[src/rtl/btn_pulse_gen_if.sv]
// Button front-end signal bundle: raw button in, debounced level and edge pulses out.
// The master side drives the raw button; the slave side is the debouncer.
interface btn_pulse_gen_if;
    logic btn_raw;
    logic btn_level;
    logic press_pulse;
    logic release_pulse;

    modport master (
        output btn_raw,
        input  btn_level,
        input  press_pulse,
        input  release_pulse
    );

    modport slave (
        input  btn_raw,
        output btn_level,
        output press_pulse,
        output release_pulse
    );
endinterface

[src/rtl/btn_pulse_gen.sv]
// Synchronises and debounces a raw push button, emitting single-cycle press/release pulses.
// Optional auto-repeat of press_pulse while held is enabled by defining AUTOREPEAT_EN.
module btn_pulse_gen #(
    parameter int SYNC_STAGES     = 2,
    parameter int DEBOUNCE_CYCLES = 16,
    parameter int REPEAT_DELAY    = 8,
    parameter int REPEAT_PERIOD   = 4
) (
    input  logic            clk,
    input  logic            reset,
    btn_pulse_gen_if.slave  bus
);

    localparam int CNT_W = $clog2(DEBOUNCE_CYCLES + 1);
    localparam logic [CNT_W-1:0] CNT_LAST = CNT_W'(DEBOUNCE_CYCLES - 1);

    typedef enum logic [1:0] {
        IDLE,
        PRESS_WAIT,
        HELD,
        RELEASE_WAIT
    } state_e;

    generate
        if (SYNC_STAGES < 2)     begin : g_bad_sync   $error("SYNC_STAGES must be >= 2");     end
        if (DEBOUNCE_CYCLES < 2) begin : g_bad_deb    $error("DEBOUNCE_CYCLES must be >= 2"); end
        if (REPEAT_DELAY < 2)    begin : g_bad_delay  $error("REPEAT_DELAY must be >= 2");    end
        if (REPEAT_PERIOD < 2)   begin : g_bad_period $error("REPEAT_PERIOD must be >= 2");   end
    endgenerate

    logic [SYNC_STAGES-1:0] sync_q;
    logic                   btn_s;
    state_e                 state_q, state_d;
    logic [CNT_W-1:0]       cnt_q, cnt_d;
    logic                   level_q, level_d;
    logic                   press_q, press_d;
    logic                   release_q, release_d;
    logic                   repeat_hit;

    always_ff @(posedge clk) begin
        if (!reset) begin
            sync_q <= '0;
        end else begin
            sync_q <= {sync_q[SYNC_STAGES-2:0], bus.btn_raw};
        end
    end

    assign btn_s = sync_q[SYNC_STAGES-1];

    // Outputs are registered alongside the state so level and pulse move on the same edge.
    always_ff @(posedge clk) begin
        if (!reset) begin
            state_q   <= IDLE;
            cnt_q     <= '0;
            level_q   <= 1'b0;
            press_q   <= 1'b0;
            release_q <= 1'b0;
        end else begin
            state_q   <= state_d;
            cnt_q     <= cnt_d;
            level_q   <= level_d;
            press_q   <= press_d;
            release_q <= release_d;
        end
    end

    always_comb begin
        state_d = state_q;
        cnt_d   = cnt_q;
        case (state_q)
            IDLE: begin
                if (btn_s) begin
                    state_d = PRESS_WAIT;
                    cnt_d   = CNT_W'(1);
                end
            end
            PRESS_WAIT: begin
                if (!btn_s) begin
                    state_d = IDLE;
                    cnt_d   = '0;
                end else if (cnt_q == CNT_LAST) begin
                    state_d = HELD;
                    cnt_d   = '0;
                end else if (cnt_q < CNT_LAST) begin
                    cnt_d = cnt_q + CNT_W'(1);
                end
            end
            HELD: begin
                if (!btn_s) begin
                    state_d = RELEASE_WAIT;
                    cnt_d   = CNT_W'(1);
                end
            end
            RELEASE_WAIT: begin
                if (btn_s) begin
                    state_d = HELD;
                    cnt_d   = '0;
                end else if (cnt_q == CNT_LAST) begin
                    state_d = IDLE;
                    cnt_d   = '0;
                end else if (cnt_q < CNT_LAST) begin
                    cnt_d = cnt_q + CNT_W'(1);
                end
            end
            default: begin
                state_d = IDLE;
                cnt_d   = '0;
            end
        endcase
    end

    always_comb begin
        press_d   = ((state_q == PRESS_WAIT) && btn_s && (cnt_q == CNT_LAST)) || repeat_hit;
        release_d = (state_q == RELEASE_WAIT) && !btn_s && (cnt_q == CNT_LAST);
        level_d   = (state_d == HELD) || (state_d == RELEASE_WAIT);
    end

`ifdef AUTOREPEAT_EN
    localparam int RMAX   = (REPEAT_DELAY > REPEAT_PERIOD) ? REPEAT_DELAY : REPEAT_PERIOD;
    localparam int RCNT_W = $clog2(RMAX + 1);

    logic [RCNT_W-1:0] rcnt_q, rcnt_d;
    logic [RCNT_W-1:0] rtarget;
    logic              rep_q, rep_d;

    always_ff @(posedge clk) begin
        if (!reset) begin
            rcnt_q <= '0;
            rep_q  <= 1'b0;
        end else begin
            rcnt_q <= rcnt_d;
            rep_q  <= rep_d;
        end
    end

    // rep_q switches the target from the initial delay to the steady repeat period.
    always_comb begin
        rcnt_d     = rcnt_q;
        rep_d      = rep_q;
        repeat_hit = 1'b0;
        rtarget    = rep_q ? RCNT_W'(REPEAT_PERIOD - 1) : RCNT_W'(REPEAT_DELAY - 1);
        if ((state_q == PRESS_WAIT) && (state_d == HELD)) begin
            rcnt_d = '0;
            rep_d  = 1'b0;
        end else if (state_d == IDLE) begin
            rcnt_d = '0;
            rep_d  = 1'b0;
        end else if ((state_q == HELD) && btn_s) begin
            if (rcnt_q == rtarget) begin
                repeat_hit = 1'b1;
                rcnt_d     = '0;
                rep_d      = 1'b1;
            end else begin
                rcnt_d = rcnt_q + RCNT_W'(1);
            end
        end
    end
`else
    assign repeat_hit = 1'b0;
`endif

    assign bus.btn_level     = level_q;
    assign bus.press_pulse   = press_q;
    assign bus.release_pulse = release_q;

endmodule

[src/flat_wrapper.sv]
// flat-port wrapper written by rule: the top's interface ports become plain ports
module btn_pulse_gen_flat 
#(
    parameter int SYNC_STAGES     = 2,
    parameter int DEBOUNCE_CYCLES = 16,
    parameter int REPEAT_DELAY    = 8,
    parameter int REPEAT_PERIOD   = 4
)
  (clk, reset, bus_btn_raw, bus_btn_level, bus_press_pulse, bus_release_pulse);
  btn_pulse_gen_if bus_i ();
  input  logic clk;
  input  logic reset;
  input wire logic [$bits(bus_i.btn_raw)-1:0] bus_btn_raw;
  output wire logic [$bits(bus_i.btn_level)-1:0] bus_btn_level;
  output wire logic [$bits(bus_i.press_pulse)-1:0] bus_press_pulse;
  output wire logic [$bits(bus_i.release_pulse)-1:0] bus_release_pulse;
  assign bus_i.btn_raw = bus_btn_raw;
  assign bus_btn_level = bus_i.btn_level;
  assign bus_press_pulse = bus_i.press_pulse;
  assign bus_release_pulse = bus_i.release_pulse;
  btn_pulse_gen #(.SYNC_STAGES(SYNC_STAGES), .DEBOUNCE_CYCLES(DEBOUNCE_CYCLES), .REPEAT_DELAY(REPEAT_DELAY), .REPEAT_PERIOD(REPEAT_PERIOD)) u_core (.clk(clk), .reset(reset), .bus(bus_i));
endmodule
[config.mk]
export PLATFORM = sky130hd
export DESIGN_NAME = btn_pulse_gen_flat
export DESIGN_NICKNAME = d
export VERILOG_FILES = /design/src/rtl/btn_pulse_gen_if.sv /design/src/rtl/btn_pulse_gen.sv /design/src/flat_wrapper.sv
export SDC_FILE = /design/constraint.sdc
export NUM_CORES = 1
export LEC_CHECK = 0
export ABC_AREA = 1
export CAP_MARGIN = 20
export CORE_AREA = 2 2 39 41
export CTS_BUF_LIST = sky130_fd_sc_hd__clkbuf_8
export DETAILED_ROUTE_END_ITERATION = 7
export DIE_AREA = 0 0 41 43
export PLACE_DENSITY = 0.55
export SLEW_MARGIN = 20
export SYNTH_ARGS = -nofsm -noshare
export SYNTH_HDL_FRONTEND = slang
export SYNTH_SLANG_ARGS = --single-unit
[constraint.sdc]
create_clock -name clk -period 3 [get_ports clk]
set_input_delay 0.9 -clock clk [delete_from_list [all_inputs] [get_ports clk]]
set_output_delay 0.9 -clock clk [all_outputs]
set_load 0.02 [all_outputs]
==> impl_metrics.env <==
export IMPL_status="completed"
export IMPL_r2r_slack_ns=1.63
export IMPL_yosysTopAreaCell="dfxtp_1"
export IMPL_path_max_fanout=1
export IMPL_cp_slowest_cell="clkdlybuf4s50_1"
export IMPL_r2r_end="u_core.cnt_q[1]"
export IMPL_synth_area_top_cells="dfxtp_1 48%, nand2_1 10%, inv_1 8.2%"
export IMPL_startpoint_type="register"
export IMPL_grt_use_total=0.1447
export IMPL_fillers=142
export IMPL_cap_violations=0
export IMPL_wl_per_cell_um=10.00
export IMPL_hold_violations=0
export IMPL_clock_root_buffer="clkbuf_8"
export IMPL_hold_path_class="register to register"
export IMPL_num_rows=14
export IMPL_syn_nets=70
export IMPL_path_buf_inv=1
export IMPL_wirelength_um=910
export IMPL_r2r_cells=5
export IMPL_fin_crit_ns=2.046
export IMPL_post_route_period_util=0.6821
export IMPL_pin_count=6
export IMPL_synth_top_cell_area_share=0.4764
export IMPL_setup_violations=0
export IMPL_grt_ovfl_total=0
export IMPL_power_density_mw_per_mm2=582.5
export IMPL_post_cts_setup_buffers=0
export IMPL_drc_errors=0
export IMPL_required_ns=2.10
export IMPL_hold_buffers=0
export IMPL_gp_congestion=0.8900
export IMPL_p_leak_nw=0.2714
export IMPL_synthToLayoutAreaGrowth_pct=24.81
export IMPL_grt_max_degree=8
export IMPL_fmax_mhz=488.7
export IMPL_cts_tree="yes"
export IMPL_slowest_delay_ns=0.59
export IMPL_fp_dieArea_mm2=0.001763
export IMPL_clockBufferDepth=2
export IMPL_layout_nets=80
export IMPL_ys_seq_area_frac=0.4764
export IMPL_final_antenna_net_count=0
export IMPL_drive_gt1_frac=0.1067
export IMPL_cp_end_kind="output pin"
export IMPL_rr_startpoint="u_core.cnt_q[1]"
export IMPL_ir_drop_uv=293.9
export IMPL_synth_area_per_cell_um2=7.640
export IMPL_vias=417
export IMPL_rsz0062_at_grt="false"
export IMPL_worst_pin_slew_ns=0.3837
export IMPL_hold_end="u_core.sync_q[1]"
export IMPL_synth_seq_cells=12
export IMPL_netlist_cell_type_count=17
export IMPL_place_area_um2=574.3
export IMPL_htreeDepth=1
export IMPL_yosysWarnings=0
export IMPL_dp_hpwl_um=662.9
export IMPL_core_area_mm2=0.001384
export IMPL_grt_antenna_before_repair=0
export IMPL_initial_core_util=0.3644
export IMPL_maxSlewViolCount=0
export IMPL_path_cells="clkdlybuf4s50_1"
export IMPL_crit_family="buffers and inverters"
export IMPL_diodes=0
export IMPL_grt_pass1_vias=393
export IMPL_viasPerCell=4.582
export IMPL_io_buffer_count=5
export IMPL_firstDrtPassIters=4
export IMPL_crit_type="register to output pin"
export IMPL_syn_area_um2=504.2
export IMPL_holdPathStages=2
export IMPL_hp_start="u_core.sync_q[0]"
export IMPL_syn_inst=66
export IMPL_relSlewSlack=0.7415
export IMPL_cts_buffers=3
export IMPL_arrival_ns=1.15
export IMPL_cts_resized_gates=0
export IMPL_clock_skew_ns=0.002169
export IMPL_grt_pass1_wl_um=1607
export IMPL_cts_sinks=12
export IMPL_chipWidth_um=41
export IMPL_clkTransAtPathRegs_ns=0.05
export IMPL_insertion_delay_ns=0.25
export IMPL_die_h_um=43
export IMPL_final_area_um2=629.4
export IMPL_setup_tns_ns=0
export IMPL_drtIter0Drc=11
logic make-up (layout without fill, tap and decap cells):
group / count (synthesis) / count (layout) / synth area share
flops: 12 / 12 / 0.4764
simple gates: 33 / 33 / 0.3251
buf+inv: 12 / 21 / 0.08932
compound gates: 8 / 8 / 0.08437
fa+ha+maj: 1 / 1 / 0.02481
synthesized netlist by cell type:
cell type	instances
o21a_1	1
nand2_2	1
dfxtp_1	12
o21ai_0	3
or2_1	1
nand2_1	14
inv_2	1
nand3_2	1
nor2_1	6
nand3_4	1
nand4_1	2
inv_1	11
nand3_1	5
ha_1	1
nor4_1	1
nor3_1	1
a21oi_1	4
layer usage:
layer  global-route usage  vias up  share of wire
li1                     -      229              -
met1               0.1716      174           0.48
met2               0.1906        9           0.42
met3              0.04712        5          0.056
met4               0.1400        0          0.051
met5                    0        -              0
metrics by stage:
stage	setup WS [ns]	power, mW	hold slack, ns	util	std cells
after floorplan	1.600	0.1814	0.3900	-	66
after global placement	0.9364	0.1881	0.4123	0.4150	87
after detailed placement	0.8955	0.1877	0.4061	0.4150	87
after CTS	0.9438	0.3703	0.4203	0.4548	91
after global routing	0.8938	0.3783	0.4502	0.4548	91
final	0.9538	0.3666	0.4135	0.4548	91
state kept, by name, summed over array words and instances, names as in the netlist:
name / cells
u_core.bus.btn_level: 1
u_core.bus.press_pulse: 1
u_core.bus.release_pulse: 1
u_core.cnt_q: 5
u_core.state_q: 2
u_core.sync_q: 2
layout by cell type, fill, tap and decap left out:
| master | n |
|---|---|
| ha_1 | 1 |
| o21a_1 | 1 |
| o21ai_0 | 3 |
| nand3_4 | 1 |
| or2_1 | 1 |
| clkbuf_8 | 4 |
| inv_2 | 1 |
| nand2_1 | 14 |
| nand3_2 | 1 |
| a21oi_1 | 4 |
| nand2_2 | 1 |
| dfxtp_1 | 12 |
| nand4_1 | 2 |
| nor3_1 | 1 |
| inv_1 | 11 |
| nor4_1 | 1 |
| nor2_1 | 6 |
| nand3_1 | 5 |
| clkdlybuf4s50_1 | 5 |
power by group:
group / internal, mW / switching, mW / leakage [nW]
Clock: 0.116 / 0.0655 / 0.0288
Sequential: 0.163 / 0.00234 / 0.0974
Combinational: 0.00854 / 0.0112 / 0.145
final cells by class:
type / instances / area [um2] / area share
Clock buffer: 4 / 55.05 / 0.08748
Inverter: 12 / 45.04 / 0.07157
Multi-Input combinational cell: 42 / 219.0 / 0.3479
Sequential cell: 12 / 240.2 / 0.3817
Tap cell: 16 / 20.02 / 0.03181
Timing Repair Buffer: 5 / 50.05 / 0.07952
worst max path at each step:
stage	start	to	slack (ns)	cells past startpoint
2_1_floorplan	reset	u_core.cnt_q[1]	1.60	3
3_3_place_gp	reset	u_core.cnt_q[1]	0.94	4
3_5_place_dp	reset	u_core.cnt_q[3]	0.90	4
4_1_cts	u_core.bus.press_pulse	bus_press_pulse	0.94	1
5_1_grt	u_core.bus.btn_level	bus_btn_level	0.89	1
6_report	u_core.bus.press_pulse	bus_press_pulse	0.95	1
No activity file was read; power rests on OpenSTA's default activity.
